--- config.mk ---
export PLATFORM = sky130hd
export DESIGN_NAME = plcp_receiver
export DESIGN_NICKNAME = d
export VERILOG_FILES = /design/src/rtl/plcp_receiver.sv
export SDC_FILE = /design/constraint.sdc
export NUM_CORES = 1
export LEC_CHECK = 0
export CAP_MARGIN = 0
export CORE_ASPECT_RATIO = 0.75
export CORE_MARGIN = 5
export CORE_UTILIZATION = 50
export CTS_BUF_LIST = sky130_fd_sc_hd__clkbuf_16
export DETAILED_ROUTE_END_ITERATION = 10
export GPL_ROUTABILITY_DRIVEN = 1
export HOLD_SLACK_MARGIN = 0.03
export PLACE_DENSITY = 0.73
export REMOVE_ABC_BUFFERS = 1
export SETUP_SLACK_MARGIN = 0.02
export SLEW_MARGIN = 20
export SYNTH_ARGS = -nofsm -noshare
export SYNTH_HDL_FRONTEND = slang
export SYNTH_SLANG_ARGS = --single-unit
export TNS_END_PERCENT = 100
--- constraint.sdc ---
create_clock -name Clock -period 3.4 [get_ports Clock]
set_input_delay 0.51 -clock Clock [delete_from_list [all_inputs] [get_ports Clock]]
set_output_delay 0.51 -clock Clock [all_outputs]
set_load 0.1 [all_outputs]
--- src/rtl/plcp_receiver.sv ---
// 802.11 PLCP receiver: hunts the alternating preamble, checks SIGNAL, descrambles DATA and
// emits the PSDU bits with per-frame status pulses.
module plcp_receiver #(
   parameter int unsigned PREAMBLE_LEN = 96,
   parameter int unsigned N_DBPS       = 24,
   parameter int unsigned SERVICE_LEN  = 16,
   parameter int unsigned TAIL_LEN     = 6
) (
   input  logic        Clock,
   input  logic        Reset,
   input  logic        Input,
   input  logic        In_Valid,
   output logic        Output,
   output logic        Output_Valid,
   output logic [3:0]  Rate,
   output logic [11:0] Length,
   output logic        Signal_Valid,
   output logic        Signal_Error,
   output logic        Frame_Done,
   output logic        Busy
);
   localparam int unsigned RUN_W    = $clog2(PREAMBLE_LEN + 1);
   localparam int unsigned DBPS_W   = $clog2(N_DBPS + 1);
   localparam int unsigned CNT_W    = 15;
   localparam int unsigned SIG_W    = 18 + TAIL_LEN;
   localparam int unsigned SYNC_LEN = 7;

   typedef enum logic [3:0] {
      HUNT, SIG_RATE, SIG_RSVD, SIG_LEN, SIG_PAR, SIG_TAIL,
      DATA_SERVICE, DATA_PSDU, DATA_TAIL, DATA_PAD
   } state_t;

   state_t             state_q, state_d;
   logic [RUN_W-1:0]   run_q, run_d;
   logic [CNT_W-1:0]   cnt_q, cnt_d, psdu_last;
   logic [DBPS_W-1:0]  dbps_q, dbps_d, dbps_inc;
   logic               dbps_wrap;
   logic [SIG_W-2:0]   sig_q, sig_d;
   logic [SIG_W-1:0]   sig_word;
   logic [6:0]         lfsr_q, lfsr_d, lfsr_step;
   logic               scr_bit, sig_good;
   logic [3:0]         rate_d;
   logic [11:0]        length_d;
   logic               out_d, out_vld_d, sig_vld_d, sig_err_d, done_d, busy_d;

   // Descrambler history: lfsr_q[0] is b1 (newest), lfsr_q[6] is b7.
   assign scr_bit   = lfsr_q[6] ^ lfsr_q[3];
   assign lfsr_step = {lfsr_q[5:0], scr_bit};

   // SIGNAL word including the bit being accepted: RATE, rsvd, LENGTH, parity, tail (MSB first).
   assign sig_word  = {sig_q, Input};
   assign sig_good  = ~(^sig_word[SIG_W-1:TAIL_LEN])
                      && !sig_word[TAIL_LEN+13]
                      && (sig_word[TAIL_LEN-1:0] == '0)
                      && (sig_word[TAIL_LEN+1 +: 12] != '0);

   assign psdu_last = {Length, 3'b000} - CNT_W'(1);
   assign dbps_wrap = (dbps_q == DBPS_W'(N_DBPS - 1));
   assign dbps_inc  = dbps_wrap ? '0 : dbps_q + DBPS_W'(1);

   // Next-state, counters and registered-output values.
   always_comb begin
      state_d   = state_q;
      run_d     = run_q;
      cnt_d     = cnt_q;
      dbps_d    = dbps_q;
      sig_d     = sig_q;
      lfsr_d    = lfsr_q;
      rate_d    = Rate;
      length_d  = Length;
      out_d     = 1'b0;
      out_vld_d = 1'b0;
      sig_vld_d = 1'b0;
      sig_err_d = 1'b0;
      done_d    = 1'b0;

      if (In_Valid) begin
         cnt_d = cnt_q + CNT_W'(1);
         unique case (state_q)
            HUNT: begin
               cnt_d = '0;
               // A run always starts on a 1, so even positions expect 1 and odd ones 0.
               if (Input == ~run_q[0]) begin
                  if (run_q == RUN_W'(PREAMBLE_LEN - 1)) begin
                     run_d   = '0;
                     state_d = SIG_RATE;
                  end else begin
                     run_d = run_q + RUN_W'(1);
                  end
               end else begin
                  run_d = RUN_W'(Input);
               end
            end
            SIG_RATE: begin
               sig_d = sig_word[SIG_W-2:0];
               if (cnt_q == CNT_W'(3)) begin
                  cnt_d   = '0;
                  state_d = SIG_RSVD;
               end
            end
            SIG_RSVD: begin
               sig_d   = sig_word[SIG_W-2:0];
               cnt_d   = '0;
               state_d = SIG_LEN;
            end
            SIG_LEN: begin
               sig_d = sig_word[SIG_W-2:0];
               if (cnt_q == CNT_W'(11)) begin
                  cnt_d   = '0;
                  state_d = SIG_PAR;
               end
            end
            SIG_PAR: begin
               sig_d   = sig_word[SIG_W-2:0];
               cnt_d   = '0;
               state_d = SIG_TAIL;
            end
            SIG_TAIL: begin
               sig_d = sig_word[SIG_W-2:0];
               if (cnt_q == CNT_W'(TAIL_LEN - 1)) begin
                  cnt_d = '0;
                  if (sig_good) begin
                     rate_d    = sig_word[SIG_W-1 -: 4];
                     length_d  = sig_word[TAIL_LEN+1 +: 12];
                     sig_vld_d = 1'b1;
                     dbps_d    = '0;
                     state_d   = DATA_SERVICE;
                  end else begin
                     sig_err_d = 1'b1;
                     run_d     = '0;
                     state_d   = HUNT;
                  end
               end
            end
            DATA_SERVICE: begin
               dbps_d = dbps_inc;
               // The scrambler-sync bits are the raw sequence; later bits are descrambled.
               lfsr_d = (cnt_q < CNT_W'(SYNC_LEN)) ? {lfsr_q[5:0], Input} : lfsr_step;
               if (cnt_q == CNT_W'(SERVICE_LEN - 1)) begin
                  cnt_d   = '0;
                  state_d = DATA_PSDU;
               end
            end
            DATA_PSDU: begin
               dbps_d    = dbps_inc;
               lfsr_d    = lfsr_step;
               out_d     = Input ^ scr_bit;
               out_vld_d = 1'b1;
               if (cnt_q == psdu_last) begin
                  cnt_d   = '0;
                  state_d = DATA_TAIL;
               end
            end
            DATA_TAIL: begin
               dbps_d = dbps_inc;
               lfsr_d = lfsr_step;
               if (cnt_q == CNT_W'(TAIL_LEN - 1)) begin
                  cnt_d = '0;
                  if (dbps_wrap) begin
                     done_d  = 1'b1;
                     run_d   = '0;
                     state_d = HUNT;
                  end else begin
                     state_d = DATA_PAD;
                  end
               end
            end
            DATA_PAD: begin
               dbps_d = dbps_inc;
               lfsr_d = lfsr_step;
               if (dbps_wrap) begin
                  cnt_d   = '0;
                  done_d  = 1'b1;
                  run_d   = '0;
                  state_d = HUNT;
               end
            end
            default: begin
               cnt_d   = '0;
               run_d   = '0;
               state_d = HUNT;
            end
         endcase
      end

      busy_d = (state_d != HUNT);
   end

   always_ff @(posedge Clock or posedge Reset) begin
      if (Reset) begin
         state_q      <= HUNT;
         run_q        <= '0;
         cnt_q        <= '0;
         dbps_q       <= '0;
         sig_q        <= '0;
         lfsr_q       <= '0;
         Rate         <= '0;
         Length       <= '0;
         Output       <= 1'b0;
         Output_Valid <= 1'b0;
         Signal_Valid <= 1'b0;
         Signal_Error <= 1'b0;
         Frame_Done   <= 1'b0;
         Busy         <= 1'b0;
      end else begin
         state_q      <= state_d;
         run_q        <= run_d;
         cnt_q        <= cnt_d;
         dbps_q       <= dbps_d;
         sig_q        <= sig_d;
         lfsr_q       <= lfsr_d;
         Rate         <= rate_d;
         Length       <= length_d;
         Output       <= out_d;
         Output_Valid <= out_vld_d;
         Signal_Valid <= sig_vld_d;
         Signal_Error <= sig_err_d;
         Frame_Done   <= done_d;
         Busy         <= busy_d;
      end
   end

endmodule

* After elaboration in Yosys (flattened, before gate mapping)
Index checks and enable logic that the tools add are counted.
Storage, ports and cells: register bits after elaboration 83, bits in latches 0, RAM bits 0, ROM bits 0, input port bits 4, output and inout port bits 22, word-level logic and storage cells 115, memories kept 0
Cells by class: add/subtract/negate cells 4, multiply operators 0, div/mod/pow operators 0, magnitude comparators 1, eq/ne operators 21, shift operators 0, muxes and demuxes 49, bitwise operators 5, reductions and logical operators 21
Operators with widths (count):
- two-way mux 15 bit | 6
- case mux 15 bit (6 select lines) | 1
- two-way mux 4 bit | 11
- two-way mux 7 bit | 6
- case mux 4 bit (10 select lines) | 1
- case mux 7 bit (5 select lines) | 1
- equality test 15 x 4 -> 1 bit (second input constant) | 2
- parity 18 bit | 1
- equality test 4 x 3 -> 1 bit (second input constant) | 4
- two-way mux 1 bit | 16
- adder 15 x 1 -> 15 bit (second input constant) | 1
- equality test 15 bit | 1
- equality test 15 x 2 -> 1 bit (second input constant) | 1
- equality test 15 x 3 -> 1 bit (second input constant) | 1
- less-than comparator 15 x 3 -> 1 bit (second input constant) | 1
- two-way mux 5 bit | 3
- subtractor 15 x 1 -> 15 bit (second input constant) | 1
- case mux 7 bit (2 select lines) | 1
- nonzero test 12 bit | 1
- case mux 5 bit (2 select lines) | 1
- equality test 4 x 2 -> 1 bit (second input constant) | 2
- equality test 4 bit (second input constant) | 2
- inequality test 2 bit (second input constant) | 4
- AND reduction 4 bit | 2
- other kinds (23) | 30

* Depth between registers and ports, before layout
Gate-level depths: netlist (run 1).
depth after elaboration 10, mapped depth 12, mapped depth without buffers 10

* Worst setup path before layout (run 1)
No wires, ideal clock.
kind reg-to-reg, start reg Length[0], end reg Busy, library setup time 0.138 ns, data arrival time 3.002 ns, required time 3.262 ns, setup slack 0.259 ns, cell stages (with the launch flop) 11, path buffers 0, clock period less this slack 3.141 ns, path through dfrtp_1 inv_1 ha_1 nor3b_2 xor2_1 o221a_2 o21ai_1 a31oi_1 a31oi_1 o21ai_1 or4_1
On the way: cells in the longest elaborated chain, start to end 6
Ends and longest elaborated chain:
- start: declaration | RTL line 16 | output logic [11:0] Length,
- start signal: assignment | RTL line 213 | Length <= length_d;
- subtractor 15 x 1 -> 15 bit | RTL line 57 | assign psdu_last = {Length, 3'b000} - CNT_W'(1);
- equality test 15 bit | RTL line 149 | if (cnt_q == psdu_last) begin
- two-way mux 4 bit | RTL line 149
- case mux 4 bit (10 select lines) | RTL line 79 | unique case (state_q)
- two-way mux 4 bit | RTL line 77 | if (In_Valid) begin
- net state_d[1] | RTL line 33 | state_t state_q, state_d;
- nonzero test 4 bit | RTL line 186 | busy_d = (state_d != HUNT);
- net busy_d | RTL line 44 | logic out_d, out_vld_d, sig_vld_d, sig_err_d, done_d, busy_d;
- end signal: assignment | RTL line 219 | Busy <= busy_d;
- end: declaration | RTL line 20 | output logic Busy
The timed path passes the listed nets, and every way through them passes these cells. A chain may end at the register's enable or synchronous reset.

* Final worst setup path (run 1)
Ends and elaborated chain as after synthesis.

==> results of run 1 <==
cell type report:
cell class	instances	area, µm²	share of cell area, %
inverters	9	35.03	0.6716
repair buffers	33	307.8	5.901
clock inverters	7	81.33	1.559
flip-flops and latches	83	2077	39.82
multi-input cells	327	2350	45.05
well taps	112	140.1	2.686
clock buffers	9	225.2	4.318
worst register-to-register path, delay by kind of cell (launching register included):
family / cells / cell delay [ns]
AO/OA/AOI/OAI: 5 / 1.05
AND/OR/NAND/NOR: 2 / 0.85
XOR/XNOR: 1 / 0.12
flip-flops: 1 / 0.45
adder cells (fa/ha/maj): 1 / 0.28
buffers and inverters: 1 / 0.09
state kept, by name, summed over array words and instances (netlist names), 4 cells and up:
register	cells
sig_q	23
cnt_q	15
Length	12
run_q	7
state_q	4
lfsr_q	7
Rate	4
dbps_q	5
final timing paths:
kind / from / end / cells past startpoint
worst max-delay path: Length[0] / Busy / 10
min in group asynchronous: Reset / sig_q[21] / 2
worst min-delay path: lfsr_q[5] / lfsr_q[6] / 2
worst min register to register: lfsr_q[5] / lfsr_q[6] / 2
max in group asynchronous: Reset / cnt_q[11] / 3
worst max register to register: Length[0] / Busy / 10
stage by stage:
step	setup slack, ns	util, %
after CTS	0.4318	58.15
after detailed placement	0.2495	54.73
final	0.4360	58.15
after floorplan	0.2324	-
after global placement	0.3662	54.73
after global routing	0.1955	58.15
synthesized netlist by cell type, types with 2 or more instances:
master     number
dfrtp_1        83
mux2_2         39
nand2_1        38
o21ai_0        29
nor2_1         21
xnor2_1        20
nand3_1        15
clkbuf_1       14
nor3_1         14
xor2_1         14
and3_1         12
nor3b_1        10
nor4_1         10
a21oi_1         9
inv_1           9
a21o_1          8
nand4_1         7
a31oi_1         6
nand2b_1        6
a22o_1          5
ha_1            5
o2bb2ai_1       5
o21ai_1         4
buf_2           3
nor2b_1         3
o211ai_1        3
o22ai_1         3
or4_1           3
a211oi_1        2
and4_1          2
mux2i_1         2
nand3b_1        2
nand4b_1        2
nor4_2          2
or3_1           2
xor2_2          2
placed cells by master (no fill, tap or decap), types with 3 or more instances in the layout:
| cell type | synthesis | routed |
|---|---|---|
| o22ai_1 | 3 | 3 |
| xor2_1 | 14 | 14 |
| nor2_1 | 21 | 21 |
| a22o_1 | 5 | 5 |
| and3_1 | 12 | 12 |
| nand2_1 | 38 | 38 |
| a31oi_1 | 6 | 6 |
| nand3_1 | 15 | 15 |
| buf_4 | 1 | 13 |
| inv_6 | 0 | 4 |
| dfrtp_1 | 83 | 83 |
| clkbuf_16 | 0 | 9 |
| nor4_1 | 10 | 10 |
| or4_1 | 3 | 3 |
| o21ai_0 | 29 | 29 |
| a21oi_1 | 9 | 9 |
| ha_1 | 5 | 5 |
| inv_1 | 9 | 8 |
| xnor2_1 | 20 | 20 |
| a21o_1 | 8 | 8 |
| nor3_1 | 14 | 14 |
| o21ai_1 | 4 | 4 |
| nor3b_1 | 10 | 9 |
| nor2b_1 | 3 | 3 |
| clkdlybuf4s50_1 | 0 | 19 |
| o211ai_1 | 3 | 3 |
| nand4_1 | 7 | 7 |
| mux2_2 | 39 | 39 |
| nand2b_1 | 6 | 6 |
| o2bb2ai_1 | 5 | 5 |
where the power goes:
group	internal (mW)	total, mW	switching (mW)
logic	0.150	0.350	0.200
registers	1.07	1.18	0.113
clock network	0.583	1.01	0.425
cell families after synthesis:
group | Yosys count
adder cells (fa/ha/maj) | 5
multiplexers | 43
buffers and inverters | 29
flip-flops | 83
AND/OR/NAND/NOR | 157
XOR/XNOR | 38
AO/OA/AOI/OAI | 84
routing by layer:
metal	up-vias	GRT usage (%)	wire, µm
met5	-	0	0
met4	0	6.101	93
li1	1665	-	-
met3	7	5.128	465
met1	1717	27.54	4897
met2	82	29.13	4425
==> impl_metrics.tcl, run 1 <==
set metrics [dict create \
    status "complete, no violations" \
    fp.dieH_um 92.59 \
    hpwl_um 6992 \
    fin_crit_ns 2.964 \
    max_slew_margin_pct 34.79 \
    fmax_mhz 337.4 \
    place_inst 564 \
    p_leak_nw 2.445 \
    synth_seq_cells 83 \
    crit_buf_inv 1 \
    drive_gt1_share_pct 17.52 \
    yosys.area_share.adder_pct 1.376 \
    synth_warnings 0 \
    startpoint_type "register" \
    detail_route.wl_per_cell_um 17.04 \
    grt_pass1_vias 3387 \
    hold_viol_final 0 \
    via_count 3471 \
    drtPass1Iterations 4 \
    ys_types 61 \
    diodes 0 \
    die-area_um2 11120 \
    syn_inst 439 \
    htreeDepth 3 \
    start_util_pct 50.68 \
    routabilityCongestion 0.9006 \
    post-route-cell-area_um2 5216 \
    syn_area_per_cell_um2 10.36 \
    finalSetupTns_ns 0 \
    cts_max_path_buffers 2 \
    synth_edf_count 0 \
    worstPathMaxFanout 6 \
    grt_max_degree 50 \
    drtAntennaViolNets 0 \
    timing.critical_path.arrival_ns 3.17 \
    rsz0062_at_grt "no" \
    clk_latency_ns 0.34 \
    synthXorXnorAreaFrac_pct 8.283 \
    placed_area_um2 4910 \
    route.final.wire_length_um 9881 \
    end_kind "register" \
    cp_slowest_stage_delay_ns 0.51 \
    dieWidth_um 120.1 \
    fin_crit_sh_pct 87.18 \
    row_count 30 \
    min_path_type "reg -> reg" \
    crit_type "reg -> reg" \
    power_density_nw_per_um2 487.4 \
    cts_root_buf "clkbuf_16" \
    synth_top_area_share_pct 45.68 \
    cts.sinks 83 \
    clkTransAtPathRegs_ns 0.07 \
    r2r_slack_ns 0.44 \
    synth_compound_area_share_pct 12.00 \
    port_buffers 25 \
    cts_tree "built" \
    grt_overflow 0 \
    cp_top_family "compound AO/OA/AOI/OAI gates" \
    fin_worst_skew_ns 0.008936 \
    grt_use_total_pct 19.41 \
    muxShareOfSynthArea_pct 10.68 \
    crit_chain "inv_1 -> ha_1 -> nor3b_2 -> xor2_1 -> o221a_2 -> o21ai_1 -> a31oi_1 -> a31oi_1 -> o21ai_1 -> or4_1" \
    ys_seq_area_share_pct 45.68 \
    maxCapViolCount 0 \
    hold_slack_ns 0.4670 \
    tightest_slew_ns 0.9752 \
    fin_cells 580 \
    yosys.area_share.simple_pct 19.24 \
    core_um2 8971 \
    slew_violations 0 \
    required_ns 3.61 \
    slowest_stage "or4_1" \
    numCtsBuffers 9 \
    async_flop_share_pct 100.0 \
    fill_cells 732 \
    dr.first_iter.drc_count 262 \
    syn_area_um2 4547 \
    antenna_found_initial 0 \
    io_pins 26 \
    cts_setup_buffers 0 \
    grt_pass1_wl_um 17230 \
    p_total_mw 2.542 \
    fin_nets 472 \
    cts_resized 0 \
    synth_top_family_by_area "simple AND/OR/NAND/NOR gates" \
    cts_hold_buf 0 \
    ys.flop_type "dfrtp_1" \
    drc_errors 0 \
    yosysTopAreaCell "dfrtp_1" \
    ir_worst_vdd_mv 0.3561 \
    setup_violations 0 \
    viasPerCell 5.984 \
    netlist_top_cells_area "dfrtp_1, mux2_2, xnor2_1" \
    area.growth.synth_to_final_pct 14.72 \
]
Note: power is estimated with default switching activity, not from simulation.
==> run 2: changes to the inputs <==
--- a/config.mk
+++ b/config.mk
@@ -6,7 +6,6 @@
 export NUM_CORES = 1
 export LEC_CHECK = 0
 export CAP_MARGIN = 0
-export CORE_ASPECT_RATIO = 0.75
 export CORE_MARGIN = 5
 export CORE_UTILIZATION = 50
 export CTS_BUF_LIST = sky130_fd_sc_hd__clkbuf_16
==> run 2 against run 1 <==
  * Count of clock-buffer cells in the layout unchanged
  * Clock skew decreased by 0.0021 ns
  * Cell count shrank 0.52%
  * First-iteration DRC count is 17% higher
  * Clock power decreased by 13%
  * Critical path depth stayed put
  * Core utilization increased by 0.91 points
==> impl_metrics.tcl, run 2 (synthesized netlist as in run 1, its figures left out) <==
set metrics [dict create \
    grt_overflow 0 \
    maxCapViolCount 0 \
    final_common_cell "dfrtp_1" \
    reg2reg_from "Length[1]" \
    fin_crit_sh_pct 85.00 \
    numCtsBuffers 9 \
    min_to "lfsr_q[6]" \
    cp_top_family "compound AO/OA/AOI/OAI gates" \
    ir_worst_vdd_mv 0.2661 \
    grt_pass1_vias 3336 \
    largest_reg_flops 23 \
    fin_worst_skew_ns 0.006798 \
    clkTransAtPathRegs_ns 0.06 \
    reg_top3 "sig_q x23, cnt_q x15, Length x12" \
    finalSetupTns_ns 0 \
    detail_route.wl_per_cell_um 16.59 \
    dieWidth_um 105.4 \
    min_path_type "reg -> reg" \
    io_pins 26 \
    crit_chain "inv_1 -> ha_1 -> nor3b_2 -> xor2_1 -> o221a_2 -> o21ai_1 -> a31oi_1 -> a31oi_1 -> o21ai_1 -> or4_1" \
    fmax_mhz 346.0 \
    cts_root_buf "clkbuf_16" \
    route.final.wire_length_um 9573 \
    cts.sinks 83 \
    r2r_slack_ns 0.51 \
    htreeDepth 3 \
    drive_gt1_share_pct 16.63 \
    p_leak_nw 2.424 \
    required_ns 3.60 \
    core_um2 8806 \
    crit_buf_inv 1 \
    startpoint_type "register" \
    slowest_stage "or4_1" \
    cts_resized 0 \
    cts_max_path_buffers 2 \
    cts_tree "built" \
    fill_cells 720 \
    viasPerCell 5.967 \
    status "complete, no violations" \
    start_util_pct 51.63 \
    port_buffers 25 \
    antenna_found_initial 0 \
    drc_errors 0 \
    end_kind "register" \
    crit_type "reg -> reg" \
    max_slew_margin_pct 33.72 \
    diodes 0 \
    routabilityCongestion 0.9280 \
    row_count 34 \
    place_inst 561 \
    timing.critical_path.arrival_ns 3.09 \
    grt_max_degree 84 \
    clk_latency_ns 0.33 \
    cts_setup_buffers 0 \
    worstPathMaxFanout 6 \
    cts_hold_buf 0 \
    grt_use_total_pct 18.38 \
    rsz0062_at_grt "no" \
    final_cell_mix "dfrtp_1, mux2_2, nand2_1" \
    hold_viol_final 0 \
    die-area_um2 11100 \
    power_density_nw_per_um2 464.3 \
    fin_nets 473 \
    holdPathStages 2 \
    cp-startpoint "Length[1]" \
    r2r_cells 10 \
    fin_cells 577 \
    via_count 3443 \
    slew_violations 0 \
    fp.dieH_um 105.4 \
    drtPass1Iterations 5 \
    hpwl_um 6599 \
    cp_slowest_stage_delay_ns 0.51 \
    r2r-end "Busy" \
    top_register "sig_q" \
    tightest_slew_ns 0.9911 \
    dr.first_iter.drc_count 307 \
    area.growth.synth_to_final_pct 14.36 \
    setup_violations 0 \
    fin_crit_ns 2.890 \
    grt_pass1_wl_um 16900 \
    min_from "lfsr_q[5]" \
    drtAntennaViolNets 0 \
]
-- run 2: changes by cell type in the layout (fill, tap and decap cells not counted), moves of 2 or more --
cell and delta:
inv_6 -3, buf_4 -3, clkinv_1 +2, clkdlybuf4s50_1 +3
-- run 2: layout make-up --
type | instances | area, µm² | share of cell area [%]
multi-input combinational | 327 | 2350 | 45.19
sequential | 83 | 2077 | 39.94
timing repair buffer | 34 | 335.3 | 6.449
clock buffer | 9 | 225.2 | 4.331
tap | 108 | 135.1 | 2.599
clock inverter | 7 | 42.54 | 0.8181
inverter | 9 | 35.03 | 0.6737
-- run 2: power breakdown --
part	internal (mW)	total (mW)	switching [mW]
registers	1.07	1.18	0.109
logic	0.150	0.354	0.204
clock network	0.490	0.879	0.389
total	1.71	2.41	0.702
-- run 2: metal layers --
| metal | vias to the layer above | GRT usage [%] | routed length (µm) |
|---|---|---|---|
| met5 | - | 0 | 0 |
| met4 | 0 | 5.717 | 142 |
| met3 | 14 | 2.384 | 354 |
| met2 | 88 | 29.51 | 4661 |
| met1 | 1683 | 26.03 | 4414 |
| li1 | 1658 | - | - |
-- run 2: metrics by stage --
step | setup WS [ns] | cell area, µm² | utilization [%] | power (mW) | hold slack [ns]
global route | 0.3016 | 5200 | 59.05 | 2.543 | 0.4958
global placement | 0.3820 | 4932 | 56.01 | 1.530 | 0.4444
CTS | 0.5117 | 5200 | 59.05 | 2.430 | 0.4727
finish | 0.5100 | 5200 | 59.05 | 2.414 | 0.4809
floorplan | 0.2324 | 4456 | - | 1.425 | 0.4386
detailed placement | 0.3201 | 4932 | 56.01 | 1.546 | 0.4595
-- run 2: how the worst max path moves through the flow --
stage / to / cells past startpoint
2_1_floorplan: cnt_q[3] / 10
3_3_place_gp: dbps_q[2] / 9
3_5_place_dp: dbps_q[4] / 9
4_1_cts: Busy / 10
5_1_grt: Busy / 10
6_report: Busy / 10
-- run 2: worst reg2reg max path: stages, from the launching register on --
cell	delay, ns
dfrtp_1	0.43
inv_1	0.08
ha_1	0.26
nor3b_2	0.35
xor2_1	0.11
o221a_2	0.25
o21ai_1	0.21
a31oi_1	0.20
a31oi_1	0.24
o21ai_1	0.10
or4_1	0.51
==> run 3: changes to the inputs <==
--- a/config.mk
+++ b/config.mk
@@ -12,7 +12,7 @@
 export DETAILED_ROUTE_END_ITERATION = 10
 export GPL_ROUTABILITY_DRIVEN = 1
 export HOLD_SLACK_MARGIN = 0.03
-export PLACE_DENSITY = 0.73
+export PLACE_DENSITY = 0.75
 export REMOVE_ABC_BUFFERS = 1
 export SETUP_SLACK_MARGIN = 0.02
 export SLEW_MARGIN = 20
==> constraint.sdc (replaced) <==
create_clock -name Clock -period 2.4 [get_ports Clock]
set_input_delay 0.36 -clock Clock [delete_from_list [all_inputs] [get_ports Clock]]
set_output_delay 0.36 -clock Clock [all_outputs]
set_load 0.1 [all_outputs]
==> run 3 against run 2 <==
  * The flow now finishes with violations (setup timing)
  * Largest power group unchanged
  * Clock skew about the same
  * Flip-flop and latch count is the same
  * Via count grew 20%
  * Critical path type unchanged
  * Worst hold slack got worse by 0.13 ns
  * Worst setup slack lost 0.86 ns
  * Die area unchanged
  * Total power up 70%
==> impl_metrics.tcl, run 3 (synthesized netlist as in run 1, its figures left out) <==
set metrics [dict create \
    cts_root_buf "clkbuf_16" \
    status "finished with violations" \
    htreeDepth 3 \
    routabilityCongestion 0.9100 \
    max_slew_margin_pct 51.30 \
    final_common_cell "buf_4" \
    antenna_found_initial 0 \
    violations "setup timing" \
    fp.dieH_um 105.4 \
    worstPathMaxFanout 3 \
    cts_max_path_buffers 2 \
    reg_top3 "sig_q x23, cnt_q x15, Length x12" \
    grt_pass1_wl_um 19610 \
    port_buffers 25 \
    detail_route.wl_per_cell_um 20.39 \
    fin_ws_ns -0.3540 \
    p_seq_share_pct 39.8 \
    drc_errors 0 \
    die-area_um2 11100 \
    grt_pass1_vias 3945 \
    cts_hold_buf 0 \
    final_cell_mix "buf_4, dfrtp_1, nand2_1" \
    via_count 4122 \
    startpoint_type "register" \
    crit_type "reg -> reg" \
    fmax_mhz 363.1 \
    clkTransAtPathRegs_ns 0.06 \
    fin_crit_sh_pct 114.8 \
    slew_violations 0 \
    min_path_type "in -> async" \
    tightest_slew_ns 0.7238 \
    io_pins 26 \
    p_leak_nw 3.138 \
    grt_max_degree 48 \
    use_met1_pct 28.08 \
    netSwitchingPower_mw 1.152 \
    end_kind "register" \
    grt_use_total_pct 21.69 \
    p_int_mw 2.941 \
    maxCapViolCount 0 \
    clkPwrFrac_pct 38.8 \
    start_util_pct 51.63 \
    largest_reg_flops 23 \
    hold_viol_final 0 \
    fin_worst_skew_ns 0.006777 \
    timing.critical_path.arrival_ns 2.96 \
    area.growth.synth_to_final_pct 42.24 \
    top_register "sig_q" \
    cts.sinks 83 \
    diodes 0 \
    drtAntennaViolNets 0 \
    drtPass1Iterations 5 \
    route.final.wire_length_um 13710 \
    numCtsBuffers 9 \
    fin_crit_ns 2.754 \
    dr.first_iter.drc_count 268 \
    rsz0062_at_grt "yes" \
    clk_latency_ns 0.34 \
    fin_cells 672 \
    p_sw_share_pct 28.14 \
    grt_overflow 0 \
    cts_tree "built" \
    post-route-util_pct 73.44 \
    hpwl_um 8050 \
    dieWidth_um 105.4 \
    placed_area_um2 5475 \
    power_density_nw_per_um2 632.8 \
    ir_worst_vdd_mv 0.3855 \
    fin_nets 568 \
    met3_usage_pct 3.545 \
    drive_gt1_share_pct 43.44 \
    setup_violations 41 \
    top_usage_layer "met2" \
    viasPerCell 6.134 \
    use_met2_pct 35.75 \
    required_ns 2.60 \
    row_count 34 \
    post-route-cell-area_um2 6467 \
    place_inst 638 \
    core_um2 8806 \
    p_comb_share_pct 21.4 \
    p_total_mw 4.092 \
]
run 3: cell types whose count changed in the layout (fill, tap and decap cells not counted), sizes merged:
cell	change
clkdlybuf4s50	-20
buf	+112
inv	+1
clkbuf	+2
dlymetal6s2s	+1
bufinv	+3
clkinv	-4
run 3: metal layers:
layer | wire length [µm] | up-vias | part of all wire (%)
li1 | - | 1846 | -
met1 | 5362 | 2028 | 39
met2 | 7049 | 191 | 51
met3 | 740 | 57 | 5.4
met4 | 553 | 0 | 4.0
met5 | 0 | - | 0
run 3: cell type report:
class | instances | area [µm²]
Fill cell | 546 | 2338
Sequential cell | 83 | 2082
Timing Repair Buffer | 129 | 1096
Clock buffer | 9 | 225.2
Clock inverter | 7 | 116.4
Tap cell | 108 | 135.1
Inverter | 9 | 35.03
Multi-Input combinational cell | 327 | 2778
run 3: worst max-delay path, cell delays in order (launching register included):
cell     delay [ns]
dfrtp_1        0.41
buf_4          0.15
nor4_1         0.38
nand3_1        0.31
nand4_1        0.23
mux2_4         0.20
o21ai_4        0.07
buf_6          0.13
a31oi_4        0.12
o21ai_1        0.12
or4_1          0.49
run 3: final timing paths:
| kind | from | to | cells after the start | slack (ns) |
|---|---|---|---|---|
| setup / recovery | sig_q[16] | Busy | 10 | -0.35 |
| min in group Clock | lfsr_q[5] | lfsr_q[6] | 2 | 0.48 |
| hold reg to reg | lfsr_q[5] | lfsr_q[6] | 2 | 0.48 |
| setup reg to reg | sig_q[16] | Busy | 10 | -0.35 |
| max in group asynchronous | Reset | cnt_q[11] | 3 | 1.43 |
| hold / removal | Reset | lfsr_q[5] | 2 | 0.35 |
run 3: power by group through the flow:
stage	logic, mW	clock network [mW]	registers (mW)
2_1_floorplan	0.364	0	1.65
3_3_place_gp	0.661	0	1.63
3_5_place_dp	0.691	0	1.64
4_1_cts	0.705	1.60	1.62
5_1_grt	0.948	1.65	1.64
6_report	0.875	1.59	1.63
run 3: what timing repair did:
| action | CTS | global route |
|---|---|---|
| buffers inserted | 3 | 12 |
| pin swaps | 8 | 27 |
| endpoints found under the setup margin | 39 | 44 |
| cloned | 0 | 3 |
| gates resized for setup | 28 | 89 |
run 3: stage by stage:
stage	TNS, ns	setup slack (ns)	hold slack, ns
floorplan	-36.60	-0.7676	0.4386
global placement	-8.062	-0.3213	0.4438
detailed placement	-9.141	-0.3497	0.4597
CTS	-2.590	-0.1608	0.3565
global route	-8.278	-0.3551	0.3875
finish	-5.900	-0.3540	0.3464
